===== src/rtl/daq_header_fifo_node_if.sv =====
// Header stream / bconv read-side bundle for daq_header_fifo_node.
// master: stream producer plus bconv reader; slave: the FIFO node itself.
interface daq_header_fifo_node_if #(
  parameter int unsigned DATA_W = 32,
  parameter int unsigned BCID_W = 12,
  parameter int unsigned DEPTH  = 8
);
  localparam int unsigned CW = $clog2(DEPTH) + 1;

  logic              stream_valid;
  logic [DATA_W-1:0] stream_data;
  logic [BCID_W-1:0] stream_bcid;
  logic              bconv_rd_strb;
  logic              bconv_valid;
  logic [DATA_W-1:0] bconv_data;
  logic [BCID_W-1:0] bconv_bcid;
  logic [CW-1:0]     bconv_count;

  modport master (
    output stream_valid, stream_data, stream_bcid, bconv_rd_strb,
    input  bconv_valid, bconv_data, bconv_bcid, bconv_count
  );

  modport slave (
    input  stream_valid, stream_data, stream_bcid, bconv_rd_strb,
    output bconv_valid, bconv_data, bconv_bcid, bconv_count
  );
endinterface


===== src/rtl/daq_header_fifo_node.sv =====
// DAQ header capture node: BCID-window filter feeding a first-word-fall-through
// FIFO read by bconv, with overflow/drop/reject statistics for management.
module daq_header_fifo_node #(
  parameter int unsigned DATA_W   = 32,
  parameter int unsigned BCID_W   = 12,
  parameter int unsigned DEPTH    = 8,
  parameter int unsigned BCID_MAX = 3564,
  parameter int unsigned CNT_W    = 16
) (
  input  logic                  clk320,
  input  logic                  rst,
  input  logic                  mngt_en,
  input  logic [BCID_W-1:0]     mngt_win_lower,
  input  logic [BCID_W-1:0]     mngt_win_width,
  daq_header_fifo_node_if.slave bus,
  output logic                  stat_overflow,
  output logic [CNT_W-1:0]      stat_drop_cnt,
  output logic [CNT_W-1:0]      stat_rej_cnt,
  output logic [1:0]            state_o
);

  localparam int unsigned PTR_W = $clog2(DEPTH);
  localparam int unsigned CW    = PTR_W + 1;
  localparam int unsigned EW    = BCID_W + DATA_W;
  localparam logic [BCID_W:0] BCID_MOD = (BCID_W + 1)'(BCID_MAX);

  typedef enum logic [1:0] {StDis = 2'd0, StRun = 2'd1, StDrain = 2'd2} state_e;

  state_e            state_q, state_d;
  logic              en_q;
  logic [PTR_W-1:0]  wptr_q, rptr_q, wptr_base, rptr_base, wptr_d, rptr_d;
  logic [CW-1:0]     count_q, count_base, count_d;
  logic              ovf_q, ovf_d;
  logic [CNT_W-1:0]  drop_q, drop_base, drop_d;
  logic [CNT_W-1:0]  rej_q, rej_base, rej_d;
  logic [EW-1:0]     mem [DEPTH];
  logic [EW-1:0]     head;

  logic [BCID_W:0]   delta;
  logic              in_win, rise, cand, push_req, push, pop, full, drop, rej;

  // Wrap-aware offset of the incoming BCID from the window start.
  always_comb begin
    delta = '0;
    if (bus.stream_bcid >= mngt_win_lower) begin
      delta = {1'b0, bus.stream_bcid} - {1'b0, mngt_win_lower};
    end else begin
      delta = {1'b0, bus.stream_bcid} + BCID_MOD - {1'b0, mngt_win_lower};
    end
    in_win = (delta <= {1'b0, mngt_win_width}) ||
             ({1'b0, mngt_win_width} >= BCID_MOD - 1'b1);
  end

  // Flush on enable rising edge first, then apply this cycle's pop/push/stats.
  always_comb begin
    rise       = mngt_en & ~en_q;
    cand       = bus.stream_valid & mngt_en;
    push_req   = cand & in_win;
    rej        = cand & ~in_win;
    count_base = rise ? '0 : count_q;
    wptr_base  = rise ? '0 : wptr_q;
    rptr_base  = rise ? '0 : rptr_q;
    drop_base  = rise ? '0 : drop_q;
    rej_base   = rise ? '0 : rej_q;
    pop        = bus.bconv_rd_strb & (count_base != '0);
    full       = (count_base == CW'(DEPTH));
    push       = push_req & (~full | pop);
    drop       = push_req & full & ~pop;
    count_d    = count_base + CW'(push) - CW'(pop);
    wptr_d     = push ? wptr_base + PTR_W'(1) : wptr_base;
    rptr_d     = pop ? rptr_base + PTR_W'(1) : rptr_base;
    ovf_d      = (ovf_q & ~rise) | drop;
    drop_d     = (drop && drop_base != '1) ? drop_base + CNT_W'(1) : drop_base;
    rej_d      = (rej && rej_base != '1) ? rej_base + CNT_W'(1) : rej_base;
  end

  // Next-state logic; DRAIN holds while retained entries are still unread.
  always_comb begin
    state_d = state_q;
    unique case (state_q)
      StDis:   if (mngt_en) state_d = StRun;
      StRun:   if (!mngt_en) state_d = (count_d != '0) ? StDrain : StDis;
      StDrain: begin
        if (mngt_en)               state_d = StRun;
        else if (count_d == '0)    state_d = StDis;
      end
      default: state_d = StDis;
    endcase
  end

  // Control and statistics registers.
  always_ff @(posedge clk320 or posedge rst) begin
    if (rst) begin
      state_q <= StDis;
      en_q    <= 1'b0;
      wptr_q  <= '0;
      rptr_q  <= '0;
      count_q <= '0;
      ovf_q   <= 1'b0;
      drop_q  <= '0;
      rej_q   <= '0;
    end else begin
      state_q <= state_d;
      en_q    <= mngt_en;
      wptr_q  <= wptr_d;
      rptr_q  <= rptr_d;
      count_q <= count_d;
      ovf_q   <= ovf_d;
      drop_q  <= drop_d;
      rej_q   <= rej_d;
    end
  end

  // Storage array; contents are don't-care until covered by count.
  always_ff @(posedge clk320) begin
    if (push) mem[wptr_base] <= {bus.stream_bcid, bus.stream_data};
  end

  // Head is masked while empty so stale storage never leaks to bconv.
  assign head            = mem[rptr_q];
  assign bus.bconv_valid = (count_q != '0);
  assign bus.bconv_data  = bus.bconv_valid ? head[DATA_W-1:0] : '0;
  assign bus.bconv_bcid  = bus.bconv_valid ? head[EW-1:DATA_W] : '0;
  assign bus.bconv_count = count_q;
  assign stat_overflow   = ovf_q;
  assign stat_drop_cnt   = drop_q;
  assign stat_rej_cnt    = rej_q;
  assign state_o         = state_q;

endmodule


===== src/flat_wrapper.sv =====
// flat-port wrapper written by rule: the top's interface ports become plain ports
module daq_header_fifo_node_flat 
#(
  parameter int unsigned DATA_W   = 32,
  parameter int unsigned BCID_W   = 12,
  parameter int unsigned DEPTH    = 8,
  parameter int unsigned BCID_MAX = 3564,
  parameter int unsigned CNT_W    = 16
)
  (clk320, rst, mngt_en, mngt_win_lower, mngt_win_width, stat_overflow, stat_drop_cnt, stat_rej_cnt, state_o, bus_stream_valid, bus_stream_data, bus_stream_bcid, bus_bconv_rd_strb, bus_bconv_valid, bus_bconv_data, bus_bconv_bcid, bus_bconv_count);
  daq_header_fifo_node_if #(.DATA_W(DATA_W), .BCID_W(BCID_W), .DEPTH(DEPTH)) bus_i ();
  input  logic clk320;
  input  logic rst;
  input  logic mngt_en;
  input  logic [BCID_W-1:0] mngt_win_lower;
  input  logic [BCID_W-1:0] mngt_win_width;
  output logic stat_overflow;
  output logic [CNT_W-1:0] stat_drop_cnt;
  output logic [CNT_W-1:0] stat_rej_cnt;
  output logic [1:0] state_o;
  input wire logic [$bits(bus_i.stream_valid)-1:0] bus_stream_valid;
  input wire logic [$bits(bus_i.stream_data)-1:0] bus_stream_data;
  input wire logic [$bits(bus_i.stream_bcid)-1:0] bus_stream_bcid;
  input wire logic [$bits(bus_i.bconv_rd_strb)-1:0] bus_bconv_rd_strb;
  output wire logic [$bits(bus_i.bconv_valid)-1:0] bus_bconv_valid;
  output wire logic [$bits(bus_i.bconv_data)-1:0] bus_bconv_data;
  output wire logic [$bits(bus_i.bconv_bcid)-1:0] bus_bconv_bcid;
  output wire logic [$bits(bus_i.bconv_count)-1:0] bus_bconv_count;
  assign bus_i.stream_valid = bus_stream_valid;
  assign bus_i.stream_data = bus_stream_data;
  assign bus_i.stream_bcid = bus_stream_bcid;
  assign bus_i.bconv_rd_strb = bus_bconv_rd_strb;
  assign bus_bconv_valid = bus_i.bconv_valid;
  assign bus_bconv_data = bus_i.bconv_data;
  assign bus_bconv_bcid = bus_i.bconv_bcid;
  assign bus_bconv_count = bus_i.bconv_count;
  daq_header_fifo_node #(.DATA_W(DATA_W), .BCID_W(BCID_W), .DEPTH(DEPTH), .BCID_MAX(BCID_MAX), .CNT_W(CNT_W)) u_core (.clk320(clk320), .rst(rst), .mngt_en(mngt_en), .mngt_win_lower(mngt_win_lower), .mngt_win_width(mngt_win_width), .bus(bus_i), .stat_overflow(stat_overflow), .stat_drop_cnt(stat_drop_cnt), .stat_rej_cnt(stat_rej_cnt), .state_o(state_o));
endmodule

===== config.mk =====
export PLATFORM = sky130hd
export DESIGN_NAME = daq_header_fifo_node_flat
export DESIGN_NICKNAME = d
export VERILOG_FILES = /design/src/rtl/daq_header_fifo_node_if.sv /design/src/rtl/daq_header_fifo_node.sv /design/src/flat_wrapper.sv
export SDC_FILE = /design/constraint.sdc
export NUM_CORES = 1
export LEC_CHECK = 0
export BUFFER_PORTS_ARGS = -buffer_cell sky130_fd_sc_hd__buf_2
export CORE_UTILIZATION = 59
export CTS_BUF_LIST = sky130_fd_sc_hd__clkbuf_16
export CTS_CLUSTER_SIZE = 40
export DETAILED_ROUTE_END_ITERATION = 6
export PLACE_DENSITY_LB_ADDON = 0.1
export SETUP_SLACK_MARGIN = 0.3
export SYNTH_ARGS = -nofsm -noshare
export SYNTH_HDL_FRONTEND = slang
export SYNTH_SLANG_ARGS = --single-unit

===== constraint.sdc =====
create_clock -name clk320 -period 4.5 [get_ports clk320]
set_input_delay 0.9 -clock clk320 [delete_from_list [all_inputs] [get_ports clk320]]
set_output_delay 0.9 -clock clk320 [all_outputs]
set_load 0.03 [all_outputs]

* Word level (Yosys, flattened, before mapping)
Memories as Yosys holds them, arrays and structs flattened.
Index checks and enable logic that the tools add are counted.
** Storage, ports and cells
- Register bits :: 46
- Memory bits (writable) :: 352
- Input bits :: 73
- Output and inout bits :: 84
- Word-level logic and storage cells :: 74
- Memories :: 1
** Cells by class
- Add/subtract/negate cells :: 9
- Order comparisons :: 3
- Equal/unequal tests :: 8
- Mux-type cells :: 20
- Bitwise gates (word level) :: 16
- Reductions and logical operators :: 9
** Memories
- u_core.mem :: words 8, width 44, rd ports 1, clocked after Yosys merged registers in 0, write ports 1, RTL line daq_header_fifo_node.sv:36 : logic [EW-1:0] mem [DEPTH];
** Operators with widths (count)
- 16-bit 2-to-1 mux :: 4
- 16-bit by 1-bit adder with 16-bit output, second input constant :: 2
- 32-bit 2-to-1 mux :: 1
- 16-bit inequality test, second input constant :: 2
- 12-bit by 12-bit adder with 13-bit output, second input constant :: 1
- 13-bit by 12-bit <= comparator with 1-bit output :: 1
- 13-bit 2-to-1 mux :: 1
- 12-bit by 12-bit subtractor with 13-bit output :: 1
- 13-bit by 12-bit subtractor with 13-bit output :: 1
- 12-bit >= comparator :: 1
- 12-bit >= comparator, second input constant :: 1
- 12-bit 2-to-1 mux :: 1
- 3-bit 2-to-1 mux :: 4
- 4-bit nonzero test :: 3
- 2-bit 2-to-1 mux :: 5
- 1-bit AND :: 9
- 3-bit by 1-bit adder with 3-bit output, second input constant :: 2
- 2-bit one-hot mux with 3 select lines :: 1
- 1-bit inverter :: 5
- 4-bit by 1-bit adder with 4-bit output :: 1
- 4-bit equality test, second input constant :: 1
- 4-bit logical NOT :: 1
- 4-bit 2-to-1 mux :: 1
- 2-bit inequality test, second input constant :: 2
- 10 further kinds :: 13

* Logic depth before layout (Yosys ltp)
Gate-level depths: netlist of run 1.
- Depth in word-level cells :: 13
- Gate-level depth with buffers :: 27
- Mapped depth without buffers :: 26

* Worst setup path after synthesis of run 1
OpenSTA, ideal clock, no wires.
- Path kind :: in2reg
- From :: input port mngt_win_lower[1]
- To :: memory u_core.mem[4][0] (netlist bit), enable pin
- Library setup time :: 406 ps
- Arrival time :: 5655 ps
- Data required time :: 4094 ps
- Path slack :: -1561 ps
- Stages on the path :: 20
- Buffers on the path :: 2
- Cells stage by stage :: inv_1 ha_1 inv_1 fa_1 a32o_1 a221o_1 a21oi_4 nor2_1 clkbuf_1 nor2_1 a21oi_1 ha_1 a21oi_1 a21oi_1 o31ai_1 a221oi_1 a21o_1 nor4_1 buf_2 and4b_1
** Between the ends
- Longest elaborated chain between the ends :: 8
- Elaborated cells between the ends (all ways) :: 10
- Classes of those cells :: 2 x add/sub; 2 x order compare; 3 x mux; 2 x bitwise; 1 x reduce/logical
** Ends and longest elaborated chain
- from (decl) :: RTL line flat_wrapper.sv:15 : input logic [BCID_W-1:0] mngt_win_lower;
- 13-bit by 12-bit subtractor with 13-bit output, or another cell as far along :: RTL line daq_header_fifo_node.sv:48 : delta = {1'b0, bus.stream_bcid} + BCID_MOD - {1'b0, mngt_win_lower};
- 13-bit 2-to-1 mux (*) :: RTL line daq_header_fifo_node.sv:45 : if (bus.stream_bcid >= mngt_win_lower) begin
- 13-bit by 12-bit <= comparator with 1-bit output (*) :: RTL line daq_header_fifo_node.sv:50 : in_win = (delta <= {1'b0, mngt_win_width}) ||
- 1-bit logical OR (*) :: RTL line daq_header_fifo_node.sv:50
- 1-bit AND (*) :: RTL line daq_header_fifo_node.sv:58 : push_req = cand & in_win;
- 1-bit AND (*) :: RTL line daq_header_fifo_node.sv:67 : push = push_req & (~full | pop);
- 1-bit 2-to-1 mux (*) :: RTL line daq_header_fifo_node.sv:116 : if (push) mem[wptr_base] <= {bus.stream_bcid, bus.stream_data};
- 1-bit 2-to-1 mux (not written as such) (*) :: RTL line daq_header_fifo_node.sv:116
- to (decl) :: RTL line daq_header_fifo_node.sv:36
Mark *: on every way between the ends. The rest lies on a longest branch, timed or not.

* Worst setup path after layout of run 1
- From :: input port mngt_win_lower[1]
- To :: memory u_core.mem[6][12] (netlist bit), enable pin
Same word-level chain as after synthesis.

==> summary.md, run 1 <==
| Metric | Value |
|---|---|
| EDFF count, synth | `around 350` |
| DRC | `0` |
| CP required | `4.74 ns` |
| Worst-Skew Late Latency | `0.53 ns` |
| Synth top area cells | `edfxtp_1 59%, mux4_2 11%, dfrtp_1 6.5%, ha_1 3.7%, mux2i_1 3.2%` |
| Via Count | `approximately 12,000` |
| Initial antenna violation count | `0` |
| Clock root buffer | `clkbuf_16` |
| # clock sinks | `a little under 400` |
| Post-route ant nets | `0` |
| Chip Width | `176 µm` |
| Vias in the first global route | `between 10,000 and 15,000` |
| Net load switching power | `0.00402 W` |
| CTS tree | `yes` |
| R2r startpoint | `u_core.en_q$_DFF_PP0_` |
| Post-synth top area share | `between 50% and 60%` |
| Slew @ Worst Pin | `between 1 and 1.5 ns` |
| Site Rows | `63` |
| Most common cell in the netlist | `edfxtp_1` |
| Area leader, netlist | `edfxtp_1` |
| Final WS setup | `-0.362 ns` |
| Number of max-cap violations | `0` |
| Setup crit start | `mngt_win_lower[1]` |
| Worst setup path class | `input pin to flop` |
| HP Start | `u_core.state_o[1]$_DFFE_PP0P_` |
| Status | `finished, violations left` |
| Die height | `around 180 µm` |
| Max Fclk | `about 200 MHz` |
| Core box area | `about 30,000 µm²` |
| Detailed Routing Iterations Pass 1 | `6` |
| Rel. slew slack | `32.8%` |
| Synthesis Warnings | `0` |
| Max VDD drop | `roughly 340 µV` |
| Final Max Tran Viols | `0` |
| Tmin final | `4.86 ns` |
| Gr usage total | `between 30 and 40%` |
| HP Class | `flop to flop` |
| DRT iter0 DRCs | `about 970` |
| Largest net degree at the start of global routing | `47` |
| GP Congestion | `0.835` |
| Endpoints failing setup | `372` |
| Combinational Power Share | `~36%` |
| Starting density of the core | `between 50% and 60%` |
| Worst-path clk slew | `around 0.06 ns` |
| Mapped Area | `17,800 µm²` |
| CTS Buf Count | `40` |
| Hold buffers post-CTS | `0` |
| Drt total wl | `around 49,000 µm` |
| Post-Route Setup TNS | `-103.50 ns` |
| Post-DP HPWL | `24,800 µm` |
| Library cells used by synthesis | `between 60 and 70` |
| Setup Skew | `about 0.018 ns` |
| Syn Inst Count | `roughly 1,100` |
| Die Area | `30,800 µm²` |
| RSZ-0062 raised after global routing | `yes` |
| First-pass GRT wire length | `68,500 µm` |
| Sequential share of power | `between 30 and 40%` |
| Longest Clk Path Bufs | `3` |
| Area grow syn2layout | `31.5%` |
| Final net count | `around 1,600` |
| Clock share of power | `a little over a quarter` |
| PwrDens | `498 nW/µm²` |
| Worst-path fanout max | `10` |
| Failing checks | `negative setup slack` |
| FF-to-FF setup slack | `~1.4 ns` |
| Final hold violations | `0` |
| Ys async rst share | `a little under an eighth` |
| Internal power | `about 0.0076 W` |
| Filler cells | `roughly 1,600` |
| Fraction of layout cells with a size suffix above 1 | `around 40%` |
| IO Port Bufs | `156` |
| Switching Fraction | `roughly a third` |
| Average wire per standard cell | `25.8 µm` |
| GRT overflow | `0` |
| CTS H-tree lvls | `2` |
| Io pins | `157` |
| Period utilization | `108%` |
| Seq/Total Area, Yosys | `65.9%` |
| Top FF cell, synth | `edfxtp_1` |
| Worst setup SP type | `input pin` |
| Fin util | `between 70% and 80%` |
| Yosys reg bits | `a little under 400` |
| Vias per inst | `just over 6` |
| Leakage | `just under 9 nW` |
| Crit path DAT | `just over 5 ns` |
| Worst setup EP type | `flop` |
| Synth top cells by count | `352 x edfxtp_1, 88 x mux4_2, 71 x inv_1, 71 x nor2_1, 57 x mux2i_1` |
| Mean Syn Cell Area | `about 16 µm²` |
| Synthesized net count | `around 1,200` |
## cell type report
cell class / count / area [µm²] / area share, %
well taps: 390 / 488 / 2.09
diodes: 2 / 5.00 / 0.0214
inverters: 71 / 283 / 1.21
multi-input cells: 586 / 6080 / 26.0
flip-flops and latches: 398 / 11700 / 50.2
clock inverters: 31 / 181 / 0.776
repair buffers: 364 / 3610 / 15.5
clock buffers: 40 / 1000 / 4.28
## logic make-up (layout without fill, tap and decap cells)
| kind of cell | count (synthesis) | count (layout) | synth area share [%] |
|---|---|---|---|
| fa+ha+maj | 59 | 59 | 4.40 |
| xor+xnor | 32 | 32 | 1.58 |
| compound gates | 108 | 108 | 4.31 |
| simple gates | 236 | 237 | 6.59 |
| buf+inv | 116 | 506 | 2.53 |
| flops | 398 | 398 | 65.9 |
| mux | 150 | 150 | 14.7 |
| other cells | 0 | 2 | 0 |
## power groups by stage
stage / registers [W] / clock network, W / logic (W)
floorplan: 0.00436 / 0 / 0.00277
global placement: 0.00446 / 0 / 0.00378
detailed placement: 0.00447 / 0 / 0.00385
CTS: 0.00439 / 0.00304 / 0.00400
global route: 0.00442 / 0.00325 / 0.00438
finish: 0.00441 / 0.00310 / 0.00413
## flip-flops by register name (all words and copies together), names as in the netlist
name,count
u_core.stat_overflow,1
u_core.state_o,2
u_core.rptr_q,3
u_core.bus.bconv_count,4
u_core.wptr_q,3
u_core.en_q,1
u_core.stat_rej_cnt,16
u_core.stat_drop_cnt,16
u_core.mem,352
## cells in the final DEF, fill, tap and decap left out, drive strengths merged, types with 16 or more instances in the layout
cell type	synthesis	routed
inv	71	84
ha	53	53
nand3	17	17
nand2	54	54
dfrtp	46	46
edfxtp	352	352
mux2i	57	57
mux4	88	88
a21oi	27	27
xnor2	22	22
buf	20	352
clkinv	0	17
clkbuf	25	52
nor2	71	72
o21ai	16	16
## worst max-delay path, stage by stage
cell,delay (ns)
buf_12,0.11
inv_16,0.04
ha_4,0.12
inv_2,0.04
fa_2,0.34
a32o_2,0.28
a221o_1,0.38
a21oi_4,0.25
nor2_4,0.09
buf_6,0.15
nor2_2,0.07
a31oi_1,0.05
ha_1,0.31
and3_4,0.18
a221oi_2,0.28
a221oi_2,0.11
a21o_1,0.19
nor4_2,0.12
buf_4,0.16
buf_6,0.09
buf_6,0.11
buf_6,0.11
and4_4,0.37
clkbuf_16,0.22
## timing repair
| action | 4_1_cts | 5_1_grt |
|---|---|---|
| setup endpoints to repair | 391 | 393 |
| gates resized for setup | 88 | 31 |
| hold endpoints to repair | 0 | 0 |
| pin swaps | 23 | 22 |
| setup buffers | 40 | 4 |
| cloned | 23 | 12 |
## through the flow
| step | worst slack [ns] | area (µm²) | std cells | total power (W) | hold slack, ns |
|---|---|---|---|---|---|
| global route | -0.540 | 23400 | 1880 | 0.0121 | 0.548 |
| CTS | -0.272 | 22900 | 1864 | 0.0114 | 0.516 |
| floorplan | -0.915 | 18100 | 1099 | 0.00713 | 0.592 |
| global placement | -1.07 | 20400 | 1730 | 0.00824 | 0.501 |
| detailed placement | -1.12 | 20400 | 1730 | 0.00832 | 0.498 |
| finish | -0.362 | 23400 | 1882 | 0.0116 | 0.519 |
## worst paths after layout
check,endpoint,cells after the start
max,u_core.mem[6][12]$_DFFE_PP_,24
min,u_core.state_o[0]$_DFFE_PP0P_,1
max reg2reg,u_core.stat_drop_cnt[4]$_DFF_PP0_,10
min reg2reg,u_core.state_o[0]$_DFFE_PP0P_,1
max in group asynchronous,u_core.rptr_q[1]$_DFF_PP0_,2
min in group asynchronous,u_core.stat_rej_cnt[10]$_DFF_PP0_,2
## routing by layer
layer	vias up	share of wire, %	wire (µm)	global-route usage, %
met4	0	2.9	1410	11.4
met1	5879	39	19000	39.5
li1	5016	-	-	-
met5	-	0	0	0
met3	88	6.6	3200	4.76
met2	543	51	25000	51.3
Power figures use the tool's default switching activity.
==> inputs of run 2 (changes only) <==
MAX_ROUTING_LAYER = met4   (was not set)
==> summary.md, run 2 (same netlist as run 1, synthesis figures left out) <==
| Metric | Value |
|---|---|
| Inst Count DP | `1,730` |
| Max VDD drop | `between 300 and 400 µV` |
| First-pass GRT wire length | `68,600 µm` |
| Average wire per standard cell | `25.9 µm` |
| HP Class | `flop to flop` |
| Final WS setup | `-0.352 ns` |
| Internal power | `roughly 0.0076 W` |
| Clock root buffer | `clkbuf_16` |
| Period utilization | `108%` |
| Via Count | `11,700` |
| Slew @ Worst Pin | `a little under 1 ns` |
| Combinational Power Share | `35.5%` |
| Net load switching power | `about 0.0040 W` |
| Filler cells | `1,660` |
| Site Rows | `63` |
| Worst r2r path cells | `12` |
| Post-DP HPWL | `~25,000 µm` |
| Endpoints failing setup | `373` |
| Largest stage delay on the critical path | `0.38 ns` |
| CTS tree | `yes` |
| Worst path top cell family by delay | `compound AO/OA/AOI/OAI gates` |
| IO Port Bufs | `~160` |
| Cell area after layout | `23,400 µm²` |
| Chip Width | `approximately 180 µm` |
| FF-to-FF setup slack | `roughly 1.4 ns` |
| Worst setup EP type | `flop` |
| Slowest cell on the critical path | `a221o_1` |
| Die Area | `about 30,000 µm²` |
| Hold EP | `u_core.state_o[0]$_DFFE_PP0P_` |
| Worst path depth | `25` |
| Leakage | `around 8.8 nW` |
| Number of max-cap violations | `0` |
| Area grow syn2layout | `31.6%` |
| Setup Skew | `~0.021 ns` |
| PwrDens | `498 nW/µm²` |
| Status | `finished, violations left` |
| DRC | `0` |
| Largest Register | `u_core.mem` |
| HP Start | `u_core.state_o[1]$_DFFE_PP0P_` |
| Failing checks | `negative setup slack` |
| GP Congestion | `approximately 0.85` |
| Worst-path clk slew | `roughly 0.06 ns` |
| # clock sinks | `398` |
| Cell depth of the worst hold path | `1` |
| Most common cell after layout, fill and taps aside | `edfxtp_1` |
| Worst-Skew Late Latency | `about 0.54 ns` |
| Max reg flops | `352` |
| Final Non-Filler Cells | `approximately 1,900` |
| WP buf/inv | `10` |
| Die height | `between 150 and 200 µm` |
| Final net count | `approximately 1,600` |
| Worst-path fanout max | `7` |
| RSZ-0062 raised after global routing | `yes` |
| Final Max Tran Viols | `0` |
| GRT overflow | `0` |
| Starting density of the core | `about three fifths` |
| CP required | `between 4 and 5 ns` |
| Placed instance area | `just over 20,000 µm²` |
| Tmin final | `roughly 4.9 ns` |
| Initial antenna violation count | `1` |
| Switching Fraction | `roughly a third` |
| Gr usage total | `between 30 and 40%` |
| Detailed Routing Iterations Pass 1 | `5` |
| Rel. slew slack | `between 30% and 40%` |
| Drt total wl | `about 49,000 µm` |
| Io pins | `between 150 and 200` |
| R2r startpoint | `u_core.en_q$_DFF_PP0_` |
| Worst path most repeated cell | `buf_6` |
| Fraction of layout cells with a size suffix above 1 | `40.0%` |
| Hold buffers post-CTS | `0` |
| Post-route ant nets | `0` |
| Core box area | `around 30,000 µm²` |
| Worst setup SP type | `input pin` |
| Most frequent cells in the layout | `352 x edfxtp_1, 153 x buf_2, 106 x buf_4` |
| Final hold violations | `0` |
| Sequential share of power | `approximately 38%` |
| CTS H-tree lvls | `2` |
| Hold WS | `around 0.52 ns` |
| Vias in the first global route | `11,600` |
| Crit path DAT | `around 5.1 ns` |
| CTS Buf Count | `40` |
| DRT iter0 DRCs | `1,016` |
| Vias per inst | `6.20` |
| Worst setup path class | `input pin to flop` |
| Total Power Consumption | `roughly 0.012 W` |
| Max Fclk | `between 200 and 250 MHz` |
| Clock share of power | `a little over a quarter` |
| Longest Clk Path Bufs | `3` |
| FF-to-FF End | `u_core.state_o[1]$_DFFE_PP0P_` |
| Largest net degree at the start of global routing | `47` |
==> run 2: area by class of cell <==
cell class / count / area [µm²] / share of cell area (%)
flip-flops and latches: 398 / 11700 / 50.1
multi-input cells: 586 / 6090 / 26.0
repair buffers: 365 / 3630 / 15.5
clock buffers: 40 / 1000 / 4.28
well taps: 390 / 488 / 2.08
inverters: 71 / 283 / 1.21
clock inverters: 31 / 181 / 0.775
diodes: 2 / 5.00 / 0.0214
==> run 2: power by group through the flow <==
stage	Sequential [W]	Combinational, W	Clock, W
after floorplan	0.00436	0.00277	0
after global placement	0.00446	0.00378	0
after detailed placement	0.00447	0.00385	0
after CTS	0.00439	0.00400	0.00304
after global routing	0.00442	0.00439	0.00325
final	0.00441	0.00414	0.00310
==> run 2: per-stage QoR <==
stage,setup slack [ns],utilization [%],setup TNS (ns)
global placement,-1.07,68.9,-331.40
global route,-0.542,79.0,-172.13
finish,-0.352,79.0,-101.94
CTS,-0.272,77.2,-72.44
floorplan,-0.915,-,-265.98
detailed placement,-1.12,68.9,-346.36
==> run 2: per-layer routing <==
layer	share of wire, %	vias to the layer above	GRT usage [%]
li1	-	5020	-
met1	39	5959	39.8
met2	52	571	51.3
met3	6.2	119	4.63
met4	3.6	0	11.4
met5	0	-	-
==> run 2: repair_timing <==
item                                    4_1_cts  5_1_grt
endpoints found under the setup margin      391      393
pin swaps                                    23       21
gates cloned                                 23       12
setup buffers                                40        5
gates resized for setup                      88       36
==> run 2: how the worst max path moves through the flow <==
stage	from	endpoint	slack, ns
floorplan	mngt_win_lower[1]	u_core.state_o[1]$_DFFE_PP0P_	-0.92
global route	mngt_win_lower[1]	u_core.mem[5][3]$_DFFE_PP_	-0.54
detailed placement	mngt_win_lower[1]	u_core.state_o[1]$_DFFE_PP0P_	-1.12
finish	mngt_win_lower[1]	u_core.mem[5][11]$_DFFE_PP_	-0.35
CTS	mngt_win_lower[1]	u_core.state_o[1]$_DFFE_PP0P_	-0.27
global placement	mngt_win_lower[1]	u_core.state_o[1]$_DFFE_PP0P_	-1.07
